### src/rtl/rr_miso_fifo.sv
`default_nettype none
// ============================================================================
// Module   : rr_miso_fifo
// Purpose  : CHANNEL independent FIFOs merged by a round-robin arbiter into
//            one registered valid/ready output stage.
// Revision : 1.0 - initial release
// ============================================================================
module rr_miso_fifo #(
  parameter int CHANNEL_BIT = 2,
  parameter int SIZE_BIT    = 3,
  parameter int WIDTH       = 8,
  parameter int AFULL_LEVEL = 6,
  localparam int CHANNEL    = 1 << CHANNEL_BIT,
  localparam int CW         = SIZE_BIT + 1
) (
  input  logic                     CLK,
  input  logic                     RST,
  input  logic [CHANNEL-1:0]       write_flags,
  input  logic [CHANNEL*WIDTH-1:0] write_datas,
  input  logic [CHANNEL-1:0]       flush,
  input  logic                     out_ready,
  output logic                     out_valid,
  output logic [WIDTH-1:0]         out_data,
  output logic [CHANNEL_BIT-1:0]   out_channel,
  output logic [CHANNEL-1:0]       empty,
  output logic [CHANNEL-1:0]       full,
  output logic [CHANNEL-1:0]       almost_full,
  output logic [CHANNEL-1:0]       overflow,
  output logic [CHANNEL*CW-1:0]    counts
);

  localparam int            DEPTH     = 1 << SIZE_BIT;
  localparam logic [CW-1:0] FULL_CNT  = CW'(DEPTH);
  localparam logic [CW-1:0] AFULL_CNT = CW'(AFULL_LEVEL);

  logic [CHANNEL-1:0]       eligible;
  logic [CHANNEL-1:0]       pop;
  logic [CHANNEL*WIDTH-1:0] heads;
  logic [CHANNEL_BIT-1:0]   last_grant;
  logic [CHANNEL_BIT-1:0]   grant;
  logic [CHANNEL_BIT-1:0]   scan_idx;
  logic                     any_eligible;
  logic                     load;

  generate
    for (genvar i = 0; i < CHANNEL; i++) begin : g_chan
      logic [WIDTH-1:0]    mem [DEPTH];
      logic [SIZE_BIT-1:0] wptr;
      logic [SIZE_BIT-1:0] rptr;
      logic [CW-1:0]       cnt;
      logic                wr_ok;

      assign empty[i]       = (cnt == '0);
      assign full[i]        = (cnt == FULL_CNT);
      assign almost_full[i] = (cnt >= AFULL_CNT);
      assign counts[i*CW +: CW]       = cnt;
      assign heads[i*WIDTH +: WIDTH]  = mem[rptr];
      assign eligible[i]    = (cnt != '0) && !flush[i];
      assign pop[i]         = load && (grant == CHANNEL_BIT'(i));
      // Fullness is judged on the registered count, so a pop never frees room
      // for a write in the same cycle.
      assign wr_ok          = write_flags[i] && !full[i] && !flush[i];

      always_ff @(posedge CLK) begin
        if (wr_ok) mem[wptr] <= write_datas[i*WIDTH +: WIDTH];
      end

      always_ff @(posedge CLK or negedge RST) begin
        if (!RST) begin
          wptr        <= '0;
          rptr        <= '0;
          cnt         <= '0;
          overflow[i] <= 1'b0;
        end else if (flush[i]) begin
          wptr        <= '0;
          rptr        <= '0;
          cnt         <= '0;
          overflow[i] <= 1'b0;
        end else begin
          if (wr_ok) wptr <= wptr + 1'b1;
          if (pop[i]) rptr <= rptr + 1'b1;
          case ({wr_ok, pop[i]})
            2'b10:   cnt <= cnt + 1'b1;
            2'b01:   cnt <= cnt - 1'b1;
            default: cnt <= cnt;
          endcase
          if (write_flags[i] && full[i]) overflow[i] <= 1'b1;
        end
      end
    end
  endgenerate

  // Scan from last_grant+1 upward, wrapping; the last slot is last_grant itself.
  always_comb begin
    grant        = '0;
    any_eligible = 1'b0;
    scan_idx     = '0;
    for (int k = 1; k <= CHANNEL; k++) begin
      scan_idx = last_grant + CHANNEL_BIT'(k);
      if (!any_eligible && eligible[scan_idx]) begin
        grant        = scan_idx;
        any_eligible = 1'b1;
      end
    end
  end

  assign load = (!out_valid || out_ready) && any_eligible;

  always_ff @(posedge CLK or negedge RST) begin
    if (!RST) begin
      out_valid   <= 1'b0;
      out_data    <= '0;
      out_channel <= '0;
      last_grant  <= CHANNEL_BIT'(CHANNEL - 1);
    end else if (load) begin
      out_valid   <= 1'b1;
      out_data    <= heads[grant*WIDTH +: WIDTH];
      out_channel <= grant;
      last_grant  <= grant;
    end else if (out_ready) begin
      out_valid   <= 1'b0;
    end
  end

endmodule
`default_nettype wire

### config.mk
export PLATFORM = sky130hd
export DESIGN_NAME = rr_miso_fifo
export DESIGN_NICKNAME = d
export VERILOG_FILES = /design/src/rtl/rr_miso_fifo.sv
export SDC_FILE = /design/constraint.sdc
export NUM_CORES = 1
export LEC_CHECK = 0
export BUFFER_PORTS_ARGS = -buffer_cell sky130_fd_sc_hd__buf_2
export CAP_MARGIN = 20
export CORE_MARGIN = 10
export CORE_UTILIZATION = 42
export DETAILED_ROUTE_END_ITERATION = 10
export GPL_TIMING_DRIVEN = 1
export PLACE_DENSITY_LB_ADDON = 0.25
export SYNTH_ARGS = -nofsm -noshare
export SYNTH_HDL_FRONTEND = slang
export SYNTH_SLANG_ARGS = --single-unit
### constraint.sdc
create_clock -name CLK -period 5.55 [get_ports CLK]
set_clock_uncertainty 0.15 [all_clocks]
set_input_delay 1.11 -clock CLK [delete_from_list [all_inputs] [get_ports CLK]]
set_output_delay 1.11 -clock CLK [all_outputs]
set_load 0.03 [all_outputs]
# Yosys cells after proc, flatten, opt, wreduce, memory -nomap -nowiden
# Memories as Yosys holds them, arrays and structs flattened.
# Index checks and enable logic that the tools add are counted.
[classes]
addsub = 19
n_mul = 0
div_mod_pow = 0
n_lt_le_gt_ge = 8
n_eq_ne = 15
shifts = 1
mux = 58
bitwise_logic = 0
n_reduce_logical = 63
[op_table]
columns = ["op", "count"]
rows = [
  ["two-way mux 3 bit", 16],
  ["case mux 4 bit (2 select lines)", 4],
  ["variable part select 32 x 6 -> 8 bit", 1],
  ["two-way mux 1 bit", 26],
  ["nonzero test 2 bit", 13],
  ["adder 3 x 1 -> 3 bit, second input constant", 8],
  ["logical AND 1 bit", 24],
  ["adder 4 x 1 -> 4 bit, second input constant", 4],
  ["== test 4 bit, second input constant", 4],
  [">= comparator 4 x 3 -> 1 bit, second input constant", 4],
  ["zero test 4 bit", 4],
  ["two-way mux 4 bit", 4],
  ["nonzero test 4 bit", 4],
  ["subtractor 4 x 1 -> 4 bit, second input constant", 4],
  ["== test 2 bit, second input constant", 6],
  ["zero test 1 bit", 12],
  ["less-than comparator 2 x 3 -> 1 bit, second input constant", 4],
  ["nonzero test 3 bit", 4],
  ["== test 2 x 1 -> 1 bit, second input constant", 5],
  ["binary-select mux 1 bit (select 2 bit)", 4],
  ["two-way mux 2 bit", 4],
  ["adder 2 bit, second input constant", 2],
  ["adder 2 x 1 -> 2 bit, second input constant", 1],
  ["zero test 2 bit", 1],
  ["logical OR 1 bit", 1],
]
[totals]
register_bits = 57
latch_bits = 0
mem_bits_rw = 256
romBits = 0
inputBits = 43
out_inout_bits = 43
word_cells = 188
mem_count = 4
[memory_table]
columns = ["name", "words", "word_bits", "read_ports", "rd_ports_with_merged_regs", "write_ports", "line", "source"]
rows = [
  ["g_chan[0].mem", 8, 8, 1, 0, 1, "47", "logic [WIDTH-1:0] mem [DEPTH];"],
  ["g_chan[1].mem", 8, 8, 1, 0, 1, "47", ""],
  ["g_chan[2].mem", 8, 8, 1, 0, 1, "47", ""],
  ["g_chan[3].mem", 8, 8, 1, 0, 1, "47", ""],
]

# Longest topological paths before layout
[logic_depth]
word_depth = 19
mapped_depth = 14
ltp_nobuf = 13

# Worst setup path after synthesis
# OpenSTA, ideal clock, no wires.
[synth_path]
path_kind = "flip-flop to flip-flop"
startpoint = "register g_chan[1].cnt[1]"
endpoint = "register g_chan[0].cnt[3]"
setup_ps = 132
arrival_ps = 3971
t_required_ps = 5268
slack_ps = 1297
path_stages_with_launch = 13
n_path_buf = 0
synth_period_minus_slack_ps = 4253
cell_sequence = "dfrtp_1 > nor4_1 > o32a_1 > a2bb2oi_2 > nand4b_4 > nor2_1 > ha_1 > a21o_1 > a21oi_1 > nor2_1 > mux2i_1 > xor2_1 > nor2_1"
[synth_between]
elab_chain_len = 19
elab_cells_between_ends = 32
classes_between = "2 x eq/ne; 18 x mux; 12 x reduce/logical"
[synth_lines]
columns = ["element", "line", "source"]
rows = [
  ["start: declaration", "50", "logic [CW-1:0] cnt;"],
  ["start signal: assignment", "83", "2'b10: cnt <= cnt + 1'b1;"],
  ["start signal: assignment", "84", "2'b01: cnt <= cnt - 1'b1;"],
  ["start signal: assignment", "85", "default: cnt <= cnt;"],
  ["nonzero test 4 bit (*)", "58", "assign eligible[i] = (cnt != '0) && !flush[i];"],
  ["logical AND 1 bit (*)", "58", ""],
  ["binary-select mux 1 bit (select 2 bit)", "100", "if (!any_eligible && eligible[scan_idx]) begin"],
  ["two-way mux 1 bit (implied by the code)", "100", ""],
  ["two-way mux 1 bit", "100", ""],
  ["zero test 1 bit", "100", ""],
  ["logical AND 1 bit", "100", ""],
  ["two-way mux 1 bit", "100", ""],
  ["[3 not listed]", "--", ""],
  ["zero test 1 bit", "100", ""],
  ["logical AND 1 bit", "100", ""],
  ["two-way mux 2 bit / two-way mux 1 bit (equally long branches)", "100", ""],
  ["zero test 2 bit / logical AND 1 bit (equally long branches)", "59, 107", ""],
  ["logical AND 1 bit (*)", "59", "assign pop[i] = load && (grant == CHANNEL_BIT'(i));"],
  ["== test 2 x 1 -> 1 bit / == test 2 bit (equally long branches)", "82", "case ({wr_ok, pop[i]})"],
  ["case mux 4 bit (2 select lines)", "82", ""],
  ["two-way mux 4 bit", "74", "end else if (flush[i]) begin"],
  ["end signal: assignment", "83", ""],
  ["end signal: assignment", "84", ""],
  ["end signal: assignment", "85", ""],
  ["end: declaration", "50", ""],
]
# Mark *: on every way between the ends. The rest lies on a longest branch, timed or not. The select of a mux whose other input is x is not followed.
# A chain may end at the register's enable or synchronous reset.

# Final worst setup path
[layout_path]
startpoint = "register g_chan[1].cnt[1]"
endpoint = "register g_chan[3].cnt[3]"
[layout_between]
elab_chain_len = 19
elab_cells_between_ends = 32
classes_between = "3 x eq/ne; 18 x mux; 11 x reduce/logical"
[layout_lines]
columns = ["element", "line"]
rows = [
  ["nonzero test 4 bit (*)", "58"],
  ["logical AND 1 bit (*)", "58"],
  ["binary-select mux 1 bit (select 2 bit)", "100"],
  ["two-way mux 1 bit (implied by the code)", "100"],
  ["two-way mux 1 bit", "100"],
  ["zero test 1 bit", "100"],
  ["logical AND 1 bit", "100"],
  ["two-way mux 1 bit", "100"],
  ["[3 not listed]", "--"],
  ["zero test 1 bit", "100"],
  ["logical AND 1 bit", "100"],
  ["two-way mux 2 bit / two-way mux 1 bit (equally long branches)", "100"],
  ["== test 2 bit / logical AND 1 bit (equally long branches)", "59, 107"],
  ["logical AND 1 bit (*)", "59"],
  ["== test 2 x 1 -> 1 bit / == test 2 bit (equally long branches)", "82"],
  ["case mux 4 bit (2 select lines)", "82"],
  ["two-way mux 4 bit", "74"],
  ["end signal: assignment", "83"],
  ["end signal: assignment", "84"],
  ["end signal: assignment", "85"],
  ["end: declaration", "50"],
]
# Marked as above.

==> results.md <==
Outcome:
- The run finished with clean final reports.

Timing:
- The minimum clock period after layout is 4.03 ns.
- Static timing analysis puts the maximum clock frequency at 0.248 GHz.
- After routing, the total negative slack on setup checks comes to 0 ns.
- The number of slew-limit violations in the final report is 0.
- Setup repair after global routing left no endpoint under its margin.
- After layout, the worst setup slack is 1.52 ns.
- The final count of negative-setup-slack endpoints is 0.
- The ratio of final minimum period to clock period is 72.6%.
- The transition at the pin with the smallest max-transition slack is 1.01 ns.
- In this run the tightest slew margin relative to its limit is 32.2%.
- The count of endpoints failing hold in the final timing report was 0.

Place:
- The instance area after placement is 14000 um^2.
- The congestion estimate from routability-driven global placement came to 0.769.
- During placement, the flow inserted port buffers numbering 85.
- Timing analysis after detailed placement gives a worst setup slack of 1.10 ns.
- The wire-length estimate of the detail-placed layout is 18700 um.
- Counting tap cells, the placed design contains a total of 1217 instances.

Synth:
- Counting every instance in the synthesized netlist gives 762.
- The number of flops mapped to enable cells by yosys is 256.
- The synthesized netlist devotes 3.94% of its cell area to compound gates.
- Of the total synthesized cell area, the portion taken by full adders, half adders and majority gates is 2.14%.
- Sequential cells were found to cover 69.6% of the synthesized design area.
- The share of synthesized registers carrying an async set or reset is 18.2%.
- After synthesis, the largest family of logic cells by area is multiplexers.
- The fraction of synthesized area in multiplexers is 14.2%.
- Summing every instance area after synthesis gives 13100 um^2.
- The xor and xnor area share after synthesis is 2.10%.
- The net count of the mapped netlist is 825.
- The number of warnings printed during yosys synthesis is 0.
- After Yosys synthesis, and, or, nand and nor cells account for 6.79% of the synthesized area.
- The number of library cell types mapped by synthesis is 48.
- Among all flip-flop cells after synthesis, the most frequent one is sky130_fd_sc_hd__edfxtp_1.
- A synthesized cell averages 17.2 um^2.
- After synthesis the netlist holds a flip-flop and latch count of 313.

Cells and area:
- Summing all non-filler instances in the final layout gives an area of 15200 um^2.
- From synthesis to final layout, the design area changed by 16.0%.
- The number of nets in the layout is 924.
- The fraction of final layout cells with drive strength greater than 1 is 26.4%.
- The library cells used most frequently in the layout, excluding fill and tap cells, are sky130_fd_sc_hd__edfxtp_1 (256), sky130_fd_sc_hd__buf_2 (85), sky130_fd_sc_hd__nor2_1 (75).
- Leaving out fill and tap cells, the most frequent cell in the layout is sky130_fd_sc_hd__edfxtp_1.
- Once layout is complete, the cells apart from fillers number 1284.
- Summing all flip-flop and latch instances after layout gives 9120 um^2.
- The area of the multi-input gates is 3830 um^2.
- The repair_antennas step left the layout with diodes totalling 0.
- Counting the fill cells in the layout gives 2536.

Detailed routing:
- Detailed routing placed a total of 1330 um of wire on met3.
- The detailed router finished its first iteration with 558 violations.
- The count of TritonRoute iterations in the first routing pass is 4.
- The detailed router put a total of 12800 um of wire on met1.
- The post-detailed-route DRC marker count is 0.
- The highest routing layer actually used is met5.
- The count of nets left with antenna violations once routing finished came out at 0.
- Summed over all layers, the routed wires come to 28000 um.
- The number of vias in the routed layout is 6918.
- The mean number of vias per cell is 5.39.
- In the final routed layout, each cell accounts on average for 21.8 um.
- Detailed routing placed a total of 13400 um of wire on met2.

Global routing:
- The via count of the first global-routing pass was 7214.
- The first global-routing pass estimated 43500 um of wire.
- For this run, the total global-route usage over all layers was measured as 14.6%.
- The total congestion overflow after global routing is 0.
- Entering global routing, the biggest net connects 58 pins.
- The number of antenna violations at the first check in global routing came to 1.

Critical path:
- The largest fanout on the critical path is 11.
- The data arrival time of the worst path is 4.28 ns.
- The startpoint class of the critical path is a flip-flop.
- STA classifies the critical path endpoint as a flip-flop.
- The startpoint-to-endpoint class of the critical path is reg2reg.
- The required time of the critical path is 5.80 ns.

Clock network:
- Clock-pin slew was measured on the worst setup and hold paths at 0.06 ns.
- The number of gates resized after CTS is 0.
- The CTS tree is done.
- For the worst-skew pair, the clock arrives at the later sink with an insertion delay of 0.53 ns.
- The H-tree depth is 2.
- The number of buffers inserted by post-CTS setup repair is 0.
- The cell at the root of the clock tree is sky130_fd_sc_hd__clkbuf_16.
- The longest clock path from root to sink contains 3 buffers.
- Hold repair after CTS inserted 0 buffers.
- The number of sinks driven by the clock tree is 313.
- Counting the buffers created by CTS gives 36.

Floorplanning:
- The die extent in x is 197 um.
- The full die area is 38600 um^2.
- The floorplan has 64 rows.
- Pin placement for this block handled 86 I/O pins.
- The die is 197 um tall.
- The core region is 30700 um^2.
- For this configuration, the core starts out at a cell density of 42.7%.

Power:
- In this run the power density over the cells is 486 nW/um^2.
- Summed over all cells, the static leakage comes to 5.39 nW.
- The highest ir drop seen on vdd is 232 uV.

Job:
- Across the run, the number of max-cap violations was 0.

Worst hold path:
- The worst hold path class is reg2reg.
logic make-up after synthesis:
kind of cell,count (synthesis)
AOI/OAI and AO/OA,71
DFF,313
muxes,105
buffers and inverters,41
and+or+nand+nor,184
xor gates and xnor gates,28
adders and majority gates,20
power breakdown:
| group | switching, W | internal (W) | total, W | leakage [nW] |
|---|---|---|---|---|
| Clock | 0.000933 | 0.00137 | 0.00231 | 0.559 |
| Combinational | 0.00132 | 0.000801 | 0.00212 | 1.77 |
| Sequential | 0.000220 | 0.00273 | 0.00295 | 3.06 |
| Total | 0.00247 | 0.00491 | 0.00738 | 5.39 |
final timing paths:
path                             startpoint                 to  slack, ns  cells past startpoint
max                        g_chan[1].cnt[1]   g_chan[3].cnt[3]       1.52                     12
min                          out_channel[1]     out_channel[1]       0.35                      1
max reg2reg                g_chan[1].cnt[1]   g_chan[3].cnt[3]       1.52                     12
min reg2reg                  out_channel[1]     out_channel[1]       0.35                      1
max in group asynchronous               RST  g_chan[0].wptr[1]       4.11                      2
min in group asynchronous               RST   g_chan[3].cnt[0]       0.59                      2
final cells by class:
class                           count  area share, %
Clock buffer                       55           6.74
Clock inverter                     10          0.915
Inverter                            6          0.148
Multi-Input combinational cell    408           25.3
Sequential cell                   313           60.1
Tap cell                          396           3.26
Timing Repair Buffer               96           3.61
per-layer routing:
metal,global-route usage [%],vias up
met5,0,-
met4,3.68,2
met3,3.16,46
met2,22.9,154
met1,20.4,3562
li1,-,3154
sequential cells by signal (all words and copies together) (netlist names):
signal	count
g_chan.mem	256
g_chan.cnt	16
g_chan.rptr	12
g_chan.wptr	12
out_data	8
overflow	4
last_grant	2
out_channel	2
out_valid	1
Yosys cell counts, drive strengths merged (7+ instances only):
master / count / area (um^2)
nor2: 75 / 282
dfrtp: 55 / 1380
o21ai: 10 / 50.0
xor2: 14 / 130
edfxtp: 256 / 7690
nand2: 46 / 173
ha: 16 / 200
mux2i: 39 / 390
a211oi: 21 / 188
clkbuf: 20 / 75.1
a31oi: 8 / 50.1
and2: 7 / 43.8
a21oi: 13 / 68.8
xnor2: 14 / 145
nor2b: 12 / 75.1
nand2b: 15 / 93.8
buf: 15 / 61.3
nor3: 10 / 50.1
mux4: 64 / 1440
a21o: 10 / 75.1
critical path, cell delays in order, from the launching register on:
cell and delay, ns:
sky130_fd_sc_hd__dfrtp_1 0.46, sky130_fd_sc_hd__nor4_1 0.84, sky130_fd_sc_hd__o32a_1 0.31, sky130_fd_sc_hd__o21ai_1 0.32, sky130_fd_sc_hd__a211oi_4 0.52, sky130_fd_sc_hd__and2_1 0.27, sky130_fd_sc_hd__ha_1 0.25, sky130_fd_sc_hd__a21o_1 0.17
sky130_fd_sc_hd__a21oi_1 0.18, sky130_fd_sc_hd__nor2_1 0.06, sky130_fd_sc_hd__mux2i_1 0.16, sky130_fd_sc_hd__xor2_1 0.16, sky130_fd_sc_hd__nor2_1 0.05
through the flow:
step                      util (%)  power, W  hold WS [ns]
after global placement        45.5   0.00509         0.335
after CTS                     49.3   0.00745         0.356
after detailed placement      45.5   0.00513         0.337
after global routing          49.5   0.00775         0.382
final                         49.5   0.00738         0.350
after floorplan                  -   0.00449         0.362
Note: power is estimated with default switching activity, not from simulation.
